[src/rtl/bcd_pack_tx.sv]
// ASCII digit stream -> packed BCD bytes -> FIFO -> 8E1 UART transmitter.
// Two digits per byte: the first digit goes in the low nibble and the second in the high nibble.
module bcd_pack_tx #(
    parameter int CLK_FREQ    = 12_000_000,
    parameter int BAUD_RATE   = 9600,
    parameter int FIFO_DEPTH  = 16,
    parameter int LINE_DIGITS = 100
) (
    input  logic        sysclk,
    input  logic        reset,
    input  logic [7:0]  char_in,
    input  logic        char_valid,
    output logic        char_ready,
    output logic        tx,
    output logic        tx_busy,
    output logic        line_done,
    output logic        bad_char,
    output logic [15:0] bytes_sent
);

    localparam int CYCLES_PER_BIT = CLK_FREQ / BAUD_RATE;
    localparam int AW = $clog2(FIFO_DEPTH);
    localparam int CW = $clog2(LINE_DIGITS + 1);

    typedef enum logic [1:0] {IDLE, LOAD, SHIFT} tx_state_t;

    logic [7:0]    mem [FIFO_DEPTH];
    logic [AW:0]   wr_ptr_reg, rd_ptr_reg;
    logic          fifo_empty, fifo_full;
    logic [7:0]    head;

    logic [3:0]    hold_reg;
    logic          hold_valid_reg;
    logic [CW-1:0] count_reg;
    logic          line_done_reg, bad_char_reg;

    tx_state_t     state_reg;
    logic [10:0]   frame_reg;
    logic [3:0]    bit_idx_reg;
    logic [15:0]   cnt_reg;
    logic          tx_reg;
    logic [15:0]   bytes_sent_reg;

    logic          transfer, is_digit, is_lf, is_cr;
    logic          push, pop;
    logic [7:0]    push_data;
    logic [3:0]    digit;

    assign fifo_empty = (wr_ptr_reg == rd_ptr_reg);
    assign fifo_full  = (wr_ptr_reg[AW] != rd_ptr_reg[AW]) &&
                        (wr_ptr_reg[AW-1:0] == rd_ptr_reg[AW-1:0]);
    assign head       = mem[rd_ptr_reg[AW-1:0]];

    // Ready depends only on registered occupancy, never on this cycle's pop.
    assign char_ready = ~reset & ~fifo_full;
    assign transfer   = char_valid & char_ready;
    assign is_digit   = (char_in >= 8'h30) && (char_in <= 8'h39);
    assign is_lf      = (char_in == 8'h0A);
    assign is_cr      = (char_in == 8'h0D);
    assign digit      = char_in[3:0];
    assign pop        = (state_reg == LOAD);

    always_comb begin
        push      = 1'b0;
        push_data = 8'h00;
        if (transfer && hold_valid_reg) begin
            if (is_digit) begin
                push      = 1'b1;
                push_data = {digit, hold_reg};
            end else if (is_lf) begin
                push      = 1'b1;
                push_data = {4'h0, hold_reg};
            end
        end
    end

    always_ff @(posedge sysclk) begin
        if (push)
            mem[wr_ptr_reg[AW-1:0]] <= push_data;
    end

    always_ff @(posedge sysclk) begin
        if (reset) begin
            wr_ptr_reg     <= '0;
            rd_ptr_reg     <= '0;
            hold_reg       <= 4'h0;
            hold_valid_reg <= 1'b0;
            count_reg      <= '0;
            line_done_reg  <= 1'b0;
            bad_char_reg   <= 1'b0;
        end else begin
            line_done_reg <= 1'b0;
            bad_char_reg  <= 1'b0;
            if (transfer) begin
                if (is_digit) begin
                    hold_valid_reg <= ~hold_valid_reg;
                    if (!hold_valid_reg)
                        hold_reg <= digit;
                    if (count_reg == CW'(LINE_DIGITS - 1)) begin
                        count_reg     <= '0;
                        line_done_reg <= 1'b1;
                    end else begin
                        count_reg <= count_reg + 1'b1;
                    end
                end else if (is_lf) begin
                    hold_valid_reg <= 1'b0;
                    count_reg      <= '0;
                    line_done_reg  <= (count_reg != '0);
                end else if (!is_cr) begin
                    bad_char_reg <= 1'b1;
                end
            end
            if (push)
                wr_ptr_reg <= wr_ptr_reg + 1'b1;
            if (pop)
                rd_ptr_reg <= rd_ptr_reg + 1'b1;
        end
    end

    always_ff @(posedge sysclk) begin
        if (reset) begin
            state_reg      <= IDLE;
            frame_reg      <= '1;
            bit_idx_reg    <= 4'd0;
            cnt_reg        <= 16'd0;
            tx_reg         <= 1'b1;
            bytes_sent_reg <= 16'd0;
        end else begin
            case (state_reg)
                IDLE: begin
                    tx_reg <= 1'b1;
                    if (!fifo_empty)
                        state_reg <= LOAD;
                end
                LOAD: begin
                    // Frame LSB-first: start(0), data[7:0], even parity, stop(1).
                    frame_reg   <= {1'b1, ^head, head, 1'b0};
                    bit_idx_reg <= 4'd0;
                    cnt_reg     <= 16'd0;
                    tx_reg      <= 1'b0;
                    state_reg   <= SHIFT;
                end
                SHIFT: begin
                    if (cnt_reg == 16'(CYCLES_PER_BIT - 1)) begin
                        cnt_reg <= 16'd0;
                        if (bit_idx_reg == 4'd10) begin
                            bytes_sent_reg <= bytes_sent_reg + 16'd1;
                            tx_reg         <= 1'b1;
                            state_reg      <= fifo_empty ? IDLE : LOAD;
                        end else begin
                            bit_idx_reg <= bit_idx_reg + 4'd1;
                            tx_reg      <= frame_reg[bit_idx_reg + 4'd1];
                        end
                    end else begin
                        cnt_reg <= cnt_reg + 16'd1;
                    end
                end
                default: state_reg <= IDLE;
            endcase
        end
    end

    assign tx         = tx_reg;
    assign tx_busy    = (state_reg != IDLE) | ~fifo_empty;
    assign line_done  = line_done_reg;
    assign bad_char   = bad_char_reg;
    assign bytes_sent = bytes_sent_reg;

endmodule

[config.mk]
export PLATFORM = sky130hd
export DESIGN_NAME = bcd_pack_tx
export DESIGN_NICKNAME = d
export VERILOG_FILES = /design/src/rtl/bcd_pack_tx.sv
export SDC_FILE = /design/constraint.sdc
export NUM_CORES = 1
export LEC_CHECK = 0
export ABC_AREA = 1
export BUFFER_PORTS_ARGS = -buffer_cell sky130_fd_sc_hd__buf_2
export CORE_ASPECT_RATIO = 0.7
export CORE_UTILIZATION = 50
export CTS_CLUSTER_SIZE = 16
export DETAILED_ROUTE_END_ITERATION = 7
export PLACE_DENSITY_LB_ADDON = 0.05
export SETUP_SLACK_MARGIN = 0.15
export SLEW_MARGIN = 10
export SYNTH_ARGS = -nofsm -noshare
export SYNTH_HDL_FRONTEND = slang
export SYNTH_SLANG_ARGS = --single-unit
[constraint.sdc]
create_clock -name sysclk -period 1.9 [get_ports sysclk]
set_input_delay 0.285 -clock sysclk [delete_from_list [all_inputs] [get_ports sysclk]]
set_output_delay 0.285 -clock sysclk [all_outputs]
set_load 0.02 [all_outputs]
; Word-level counts from Yosys, hierarchy flattened
; Memories as Yosys holds them, arrays and structs flattened. A register that Yosys moved wholly into a read port is not among the register bits.
; Index checks and enable logic that the tools add are counted.
; W data, S select, Z words.
[totals]
ram_bits = 128
regBits = 73
memories = 1
[memory_table]
columns = name, words, word_bits, rd, rd_clocked_by_memory_dff, wr, line
row1 = mem, 16, 8, 1, 1, 1, 27  ; logic [7:0] mem [FIFO_DEPTH];
[classes]
reduce_logical = 18
add_sub_neg = 6
n_eq_ne = 14
bitwise = 8
mux = 34
n_lt_le_gt_ge = 3
[ops]
columns = op, count
row1 = $add A16 B1 Y16 const B, 2
row2 = $pmux W16 S2, 1
row3 = $mux W7, 3
row4 = $mux W4, 5
row5 = $eq A16 B11 Y1 const B, 1
row6 = $eq A8 B4 Y1 const B, 2
row7 = $mux W16, 1
row8 = $mux W8, 2
row9 = $mux W1, 15
row10 = $reduce_and A3 Y1, 4
row11 = $add A5 B1 Y5 const B, 2
row12 = $ge A8 B6 Y1 const B, 1
row13 = $le A8 B6 Y1 const B, 1
row14 = $ne A2 B2 Y1 const B, 4
row15 = $pmux W4 S2, 1
row16 = $reduce_xor A8 Y1, 1
row17 = $add A7 B1 Y7 const B, 1
row18 = $eq A7 B7 Y1 const B, 1
row19 = $reduce_bool A7 Y1, 1
row20 = $mux W2, 3
row21 = $pmux W2 S3, 1
row22 = $reduce_bool A2 Y1, 3
row23 = $eq A5 B5 Y1, 1
row24 = $lt A4 B5 Y1 const B, 1
row25 = other kinds (17), 25

; Longest topological paths before layout
; Gate-level depths: netlist of run 1.
[depth]
word_depth = 9
ltp_mapped = 16
depth_no_buf = 15

; Worst setup path after synthesis of run 1
; No wires, ideal clock.
[synth_timing]
path_type = reg2reg
from = reg wr_ptr_reg[1]
to = mem mem[11][0] (enable)
t_arrival_ns = 1.580
slack_ns = -0.050
stages_incl_launch_ff = 10
path_cell_list = dfxtp_1 -> xor2_1 -> nor2_1 -> nand3_1 -> nand2_2 -> nor2_4 -> nand2_4 -> nor2_8 -> nand3_1 -> nor2_1
[synth_via]
elab_chain_cells = 9
[synth_rtl]
columns = element, line
row1 = "start, declared", 28  ; logic [AW:0] wr_ptr_reg, rd_ptr_reg;
row2 = "start signal, assigned", 114  ; wr_ptr_reg <= wr_ptr_reg + 1'b1;
row3 = $eq A4 B4 Y1, 51  ; (wr_ptr_reg[AW-1:0] == rd_ptr_reg[AW-1:0]);
row4 = $logic_and A1 B1 Y1, 50  ; assign fifo_full = (wr_ptr_reg[AW] != rd_ptr_reg[AW]) &&
row5 = $not A1 Y1, 55  ; assign char_ready = ~reset & ~fifo_full;
row6 = $and A1 B1 Y1, 55
row7 = $and A1 B1 Y1, 56  ; assign transfer = char_valid & char_ready;
row8 = $logic_and A1 B1 Y1, 66  ; if (transfer && hold_valid_reg) begin
row9 = $mux W1, 66
row10 = $mux W1, 78  ; if (push)
row11 = $mux W1 (implied by the code), 79  ; mem[wr_ptr_reg[AW-1:0]] <= push_data;
row12 = "end, declared", 27
; Several ways; a longest one is shown, not always the timed one.

; Final worst setup path of run 1
[layout_timing]
from = reg rd_ptr_reg[1]
to = out tx_busy
[layout_via]
elab_chain_cells = 3
[layout_rtl]
columns = element, line
row1 = "start, declared", 28
row2 = "start signal, assigned", 116  ; rd_ptr_reg <= rd_ptr_reg + 1'b1;
row3 = $eq A5 B5 Y1, 49  ; assign fifo_empty = (wr_ptr_reg == rd_ptr_reg);
row4 = $not A1 Y1, 164  ; assign tx_busy = (state_reg != IDLE) | ~fifo_empty;
row5 = $or A1 B1 Y1, 164
row6 = "end, declared", 15  ; output logic tx_busy,
; No other way between the ends.

==> results of run 1 <==
worst max-delay path, cell delays in order (launching register included):
cell	delay, ns
sky130_fd_sc_hd__dfxtp_2	0.32
sky130_fd_sc_hd__xor2_1	0.15
sky130_fd_sc_hd__nor2_1	0.16
sky130_fd_sc_hd__buf_4	0.13
sky130_fd_sc_hd__nand2_1	0.05
sky130_fd_sc_hd__nor2_2	0.16
sky130_fd_sc_hd__nand2_2	0.10
sky130_fd_sc_hd__buf_6	0.14
per-stage QoR:
stage | utilization (%) | setup WS, ns
after global placement | 57.7 | -0.116
after CTS | 64.6 | -0.0588
after floorplan | - | 0.0427
after detailed placement | 57.7 | -0.142
final | 67.7 | -0.0835
after global routing | 67.7 | -0.175
what timing repair did:
item / 4_1_cts / 5_1_grt
gates resized for setup: 120 / 117
setup endpoints to repair: 260 / 314
gates cloned: 1 / 0
buffers inserted: 14 / 17
pin swaps: 22 / 43
routing by layer:
| metal | up-vias | track usage [%] | wire length, um |
|---|---|---|---|
| li1 | 3767 | - | - |
| met1 | 3539 | 39.5 | 11800 |
| met5 | - | 0 | 0 |
| met4 | 0 | 5.70 | 424 |
| met3 | 32 | 5.86 | 1870 |
| met2 | 232 | 34.7 | 9990 |
power by group:
group          total (mW)  switching, mW  internal [mW]
combinational        3.24           2.02           1.22
sequential           4.95          0.120           4.83
clock                4.12           1.66           2.46
area by class of cell:
class	count	share of cell area, %
Clock buffer	25	4.48
Clock inverter	11	1.03
Inverter	126	4.13
Multi-Input combinational cell	687	32.9
Sequential cell	205	44.0
Tap cell	236	2.40
Timing Repair Buffer	148	11.0
cells by family after synthesis:
group / Yosys count / share of synthesized area (%)
simple gates: 521 / 23.9
compound gates: 133 / 7.90
flops: 205 / 57.6
buf+inv: 158 / 6.91
xor+xnor: 17 / 1.59
fa+ha+maj: 16 / 2.14
cell usage in the layout (no fill, tap or decap), drive strengths merged, types with 3 or more instances in the layout:
master  count
nand2     263
dfxtp      77
buf       148
nand3      91
a211oi      5
clkbuf     25
nor2      123
xnor2       4
xor2       13
clkinv      8
o22ai       4
nor4        8
inv       125
ha         16
o21ai      48
nor3b       7
edfxtp    128
nand4      11
a21oi      55
bufinv      3
o211ai     12
nor3       16
final timing paths:
check | from | to
setup / recovery | rd_ptr_reg[1] | tx_busy
hold / removal | char_in[2] | hold_reg[2]
setup reg to reg | rd_ptr_reg[3] | mem[7][3]
hold reg to reg | frame_reg[0] | frame_reg[0]
==> impl_metrics.sql, run 1 <==
INSERT INTO impl_metrics (metric_group, metric, value, unit) VALUES
('status', 'result_of_the_run', 'complete, but fails checks', ''),
('status', 'violations', 'setup timing', ''),
('setup_path', 'critical_path.startpoint_type', 'flop', ''),
('timing', 'post-route-period-util', '104', '%'),
('setup_path', 'critPathRequiredTime', '1.62', 'ns'),
('layout', 'multi_input_area', '4050', 'sq um'),
('placed_design', 'port_buffers', '31', ''),
('synthesis', 'synthesis.area_per_instance', '8.90', 'sq um'),
('die', 'floorplan.die.height', '116', 'um'),
('power_and_ir_drop', 'irDropWorstVdd', '1.00', 'mV'),
('layout', 'layout-area-overhead-vs-synth', '31.5', '%'),
('grt', 'grt_start_max_net_pins', '40', ''),
('grt', 'globalRoute.totalOverflow', '0', ''),
('layout', 'sequential_cell_area', '5410', 'sq um'),
('die', 'core_area', '18200', 'sq um'),
('power_and_ir_drop', 'power_density', '1000', 'nW/um^2'),
('timing', 'hold_viol', '0', ''),
('timing', 'finalWorstPathRequiredPeriod', '1.98', 'ns'),
('synthesis', 'post_synth_net_total', '1077', ''),
('timing', 'hold_slack', '0.0952', 'ns'),
('timing', 'postLayoutSetupSlackWorst', '-0.0835', 'ns'),
('timing', 'maxSlewViolCount', '0', ''),
('synthesis', 'synth-seq-cells', '205', ''),
('timing', 'finalClockSkew', '0.0168', 'ns'),
('route', 'route.vias.total', '7570', ''),
('timing', 'timing.fmax', '0.504', 'GHz'),
('hold_path', 'worst_hold_path_type', 'primary input to flop', ''),
('clocking', 'max-clock-path-buffers', '3', ''),
('clocking', 'h-tree-depth', '1', ''),
('route', 'drtAntennaViolNets', '0', ''),
('timing', 'finalSetupViolCount', '103', ''),
('clocking', 'number_of_buffers_created_by_cts', '21', ''),
('synthesis', 'synthDistinctLibCells', '40', ''),
('route', 'routed_wire_length_per_instance', '16.8', 'um'),
('setup_path', 'critical_path.endpoint_type', 'primary output', ''),
('die', 'die-area', '19300', 'sq um'),
('flow_run', 'maxCapViolCount', '0', ''),
('synthesis', 'synth.yosys.seq_area_share', '57.6', '%'),
('timing', 'grt_setup_unrepaired', 'true', ''),
('clocking', 'tritoncts', 'yes', ''),
('route', 'drt_iter0_markers', '656', ''),
('grt', 'grtUsageTotal', '25.1', '%'),
('die', 'fp.dieW', '165', 'um'),
('die', 'ioPinCount', '32', ''),
('clocking', 'cts_root_buf', 'sky130_fd_sc_hd__clkbuf_16', ''),
('timing', 'slew_at_the_pin_closest_to_its_max_slew_limit', '0.507', 'ns'),
('synthesis', 'post_synth_instance_area', '9350', 'sq um'),
('clocking', 'cts.clk_slew.worst_paths', '0.06', 'ns'),
('setup_path', 'critical_path_peak_fanout', '2', ''),
('synthesis', 'asyncSetResetFlopFracSynth', '0', '%'),
('synthesis', 'synth_top_area_share', '41.1', '%'),
('placed_design', 'routabilityCongestion', '0.886', ''),
('layout', 'nets', '1216', ''),
('timing', 'fin_tns_setup', '-1.29', 'ns'),
('route', 'drt-vias-per-instance', '5.26', ''),
('synthesis', 'netlist_instances', '1050', ''),
('setup_path', 'rrSetupSlack', '-0.05', 'ns'),
('clocking', 'cts_num_sinks', '205', ''),
('route', 'drc', '0', ''),
('timing', 'timing.slew.headroom', '66.2', '%'),
('grt', 'vias_in_the_first_global_route', '6910', ''),
('placed_design', 'hpwlAfterDp', '15.6', 'mm'),
('synthesis', 'synth-edff-count', '128', ''),
('power_and_ir_drop', 'fin_total_pwr', '12.3', 'mW'),
('synthesis', 'top_cells_by_count_synth', 'sky130_fd_sc_hd__nand2_1 (259), sky130_fd_sc_hd__edfxtp_1 (128), sky130_fd_sc_hd__nor2_1 (119)', ''),
('clocking', 'cts_hold_repair.buffers', '0', ''),
('grt', 'antenna_found_initial', '0', ''),
('setup_path', 'timing.reg2reg.worst_path_depth', '10', ''),
('layout', 'stdcell_area', '12300', 'sq um'),
('die', 'num_rows', '41', ''),
('synthesis', 'synth-warning-count', '0', '');
Power figures use the tool's default switching activity.
==> run 2: changes to the inputs <==
--- a/config.mk
+++ b/config.mk
@@ -12,7 +12,9 @@
 export CTS_CLUSTER_SIZE = 16
 export DETAILED_ROUTE_END_ITERATION = 7
 export PLACE_DENSITY_LB_ADDON = 0.05
+export REMOVE_ABC_BUFFERS = 1
 export SETUP_SLACK_MARGIN = 0.15
+export SKIP_CTS_REPAIR_TIMING = 1
 export SLEW_MARGIN = 10
 export SYNTH_ARGS = -nofsm -noshare
 export SYNTH_HDL_FRONTEND = slang
==> impl_metrics.sql, run 2 (same netlist as run 1, synthesis figures left out) <==
INSERT INTO impl_metrics (metric_group, metric, value, unit) VALUES
('flow_run', 'maxCapViolCount', '0', ''),
('setup_path', 'worst-endpoint-arrival', '2.11', 'ns'),
('clocking', 'max-clock-path-buffers', '3', ''),
('grt', 'grt_pass1_wl', '35.0', 'mm'),
('layout', 'final_common_cell', 'sky130_fd_sc_hd__nand2_1', ''),
('die', 'core_area', '18200', 'sq um'),
('setup_path', 'rrSetupSlack', '-0.008', 'ns'),
('layout', 'antenna_cells', '0', ''),
('hold_path', 'worst_hold_path_type', 'primary input to flop', ''),
('power_and_ir_drop', 'static-leakage-power', '4.65', 'nW'),
('layout', 'largest_register_ffs', '128', ''),
('setup_path', 'critical_path_class', 'flop to flop', ''),
('route', 'drt-pass1-iter-count', '5', ''),
('placed_design', 'setup_slack_after_placement', '-0.120', 'ns'),
('timing', 'maxSlewViolCount', '0', ''),
('timing', 'finalSetupViolCount', '6', ''),
('clocking', 'cts_num_sinks', '205', ''),
('grt', 'antenna_found_initial', '0', ''),
('die', 'die-area', '19300', 'sq um'),
('route', 'drt-total-wl', '23.1', 'mm'),
('layout', 'most_used_cells_in_the_layout_excluding_fill_and_tap_cells', 'sky130_fd_sc_hd__nand2_1 (242), sky130_fd_sc_hd__edfxtp_1 (128), sky130_fd_sc_hd__inv_1 (108)', ''),
('setup_path', 'critical_path_peak_fanout', '8', ''),
('die', 'num_rows', '41', ''),
('clocking', 'h-tree-depth', '1', ''),
('route', 'drt-vias-per-instance', '5.24', ''),
('timing', 'finalWorstPathRequiredPeriod', '1.91', 'ns'),
('hold_path', 'worstHoldStart', 'char_in[2]', ''),
('clocking', 'tritoncts', 'yes', ''),
('power_and_ir_drop', 'power.share.sequential', '41.1', '%'),
('status', 'violations', 'setup timing', ''),
('clocking', 'cts.clk_slew.worst_paths', '0.06', 'ns'),
('power_and_ir_drop', 'cell_internal_pwr', '8.24', 'mW'),
('power_and_ir_drop', 'irDropWorstVdd', '0.565', 'mV'),
('timing', 'hold_viol', '0', ''),
('die', 'ioPinCount', '32', ''),
('route', 'drtAntennaViolNets', '0', ''),
('timing', 'grt_setup_unrepaired', 'true', ''),
('setup_path', 'r2r_start', 'rd_ptr_reg[3]', ''),
('setup_path', 'crit_start', 'rd_ptr_reg[3]', ''),
('route', 'drt_iter0_markers', '701', ''),
('setup_path', 'critPathRequiredTime', '2.11', 'ns'),
('layout', 'drive_gt1_share', '24.3', '%'),
('layout', 'layout-area-overhead-vs-synth', '26.4', '%'),
('clocking', 'worstSkewPairLatency', '0.50', 'ns'),
('die', 'fp.dieW', '165', 'um'),
('placed_design', 'routabilityCongestion', '0.859', ''),
('layout', 'postLayoutCoreUtil', '65.0', '%'),
('clocking', 'cts_root_buf', 'sky130_fd_sc_hd__clkbuf_16', ''),
('setup_path', 'critical_path.cell_chain', 'xor2_1, nor2_1, nand3_1, nand2_2, nor2_4, nand2_4, nor2_8, nand2_2, nor2_1, buf_6', ''),
('timing', 'finalClockSkew', '0.0100', 'ns'),
('power_and_ir_drop', 'power.combinational.fraction', '27.0', '%'),
('timing', 'slew_at_the_pin_closest_to_its_max_slew_limit', '0.496', 'ns'),
('placed_design', 'port_buffers', '31', ''),
('route', 'routed_wire_length_per_instance', '16.3', 'um'),
('layout', 'nets', '1194', ''),
('setup_path', 'worst_path_largest_cell_delay', '0.35', 'ns'),
('setup_path', 'critical_path.endpoint_type', 'flop', ''),
('die', 'floorplan.die.height', '116', 'um'),
('timing', 'timing.fmax', '0.524', 'GHz'),
('grt', 'globalRoute.totalOverflow', '0', ''),
('placed_design', 'hpwlAfterDp', '15.4', 'mm'),
('status', 'result_of_the_run', 'complete, but fails checks', ''),
('grt', 'vias_in_the_first_global_route', '6523', ''),
('timing', 'post-route-period-util', '100', '%'),
('die', 'initial_core_util', '51.5', '%'),
('power_and_ir_drop', 'share_clk_of_total_power', '31.8', '%'),
('timing', 'timing.slew.headroom', '66.7', '%'),
('power_and_ir_drop', 'power.net_switching', '3.78', 'mW'),
('setup_path', 'critical_path.startpoint_type', 'flop', ''),
('timing', 'postLayoutSetupSlackWorst', '-0.00835', 'ns'),
('setup_path', 'number_of_buffers_and_inverters_on_the_critical_path', '1', ''),
('power_and_ir_drop', 'power_density', '1020', 'nW/um^2'),
('setup_path', 'critical-path-slowest-cell', 'sky130_fd_sc_hd__dfxtp_2', ''),
('grt', 'grtUsageTotal', '23.6', '%'),
('route', 'route.vias.total', '7425', ''),
('setup_path', 'timing.critical_path.max_delay_family', 'simple AND/OR/NAND/NOR gates', ''),
('grt', 'grt_start_max_net_pins', '40', ''),
('route', 'drc', '0', ''),
('clocking', 'number_of_buffers_created_by_cts', '20', ''),
('power_and_ir_drop', 'switching_share', '31.4', '%');
run 2: cell types whose count changed in the layout (fill, tap and decap cells not counted), moves of 4 or more:
cell and change:
sky130_fd_sc_hd__nand2_1 +8, sky130_fd_sc_hd__nor3b_1 -4, sky130_fd_sc_hd__nand3_1 +5, sky130_fd_sc_hd__nor3b_2 +4
sky130_fd_sc_hd__buf_6 -12, sky130_fd_sc_hd__nor2_2 +6, sky130_fd_sc_hd__nand2_2 -7, sky130_fd_sc_hd__nand3_2 -5
sky130_fd_sc_hd__nor2_1 +6, sky130_fd_sc_hd__nor2_4 -12, sky130_fd_sc_hd__buf_4 -10, sky130_fd_sc_hd__nand2_8 -4
run 2: routing by layer:
layer  track usage, %  share of wire (%)  vias up
met5                0                  0        -
met4             3.94                1.3        0
met3             3.69                6.5       26
met2             31.9                 41      206
met1             39.5                 52     3472
li1                 -                  -     3721
run 2: path summary, 6_finish.rpt:
| path | end | cells after the start |
|---|---|---|
| max reg2reg | mem[12][1] | 10 |
| min | hold_reg[2] | 3 |
| max | mem[12][1] | 10 |
| min reg2reg | frame_reg[0] | 2 |
run 2: cell type report:
type | instances | area, sq um
Clock buffer | 28 | 562
Inverter | 126 | 490
Clock inverter | 7 | 55.1
Multi-Input combinational cell | 687 | 3860
Timing Repair Buffer | 127 | 1140
Sequential cell | 205 | 5410
Tap cell | 236 | 295
Fill cell | 1521 | 6350
run 2: worst reg2reg max path: cells and delay by family, from the launching register on:
kind | cells | cell delay, ns
flops | 1 | 0.35
xor+xnor | 1 | 0.16
buf+inv | 1 | 0.18
simple gates | 8 | 0.93
run 2: power groups by stage:
| stage | Combinational [mW] | Clock (mW) | Sequential [mW] |
|---|---|---|---|
| after floorplan | 1.68 | 0 | 5.13 |
| after global placement | 2.91 | 0 | 5.02 |
| after detailed placement | 2.93 | 0 | 5.02 |
| after CTS | 2.94 | 3.89 | 4.93 |
| after global routing | 3.60 | 4.04 | 4.96 |
| final | 3.25 | 3.83 | 4.94 |
run 2: through the flow:
step	area (sq um)	total power [mW]	hold WS, ns	TNS [ns]	std cells
after floorplan	9180	6.82	0.354	-15.88	1018
after global placement	10400	7.92	0.441	-0.696	1365
after detailed placement	10400	7.95	0.444	-1.51	1365
after CTS	11000	11.8	0.0766	-1.75	1400
after global routing	11800	12.6	0.0951	-16.11	1416
final	11800	12.0	0.0757	-0.0269	1416
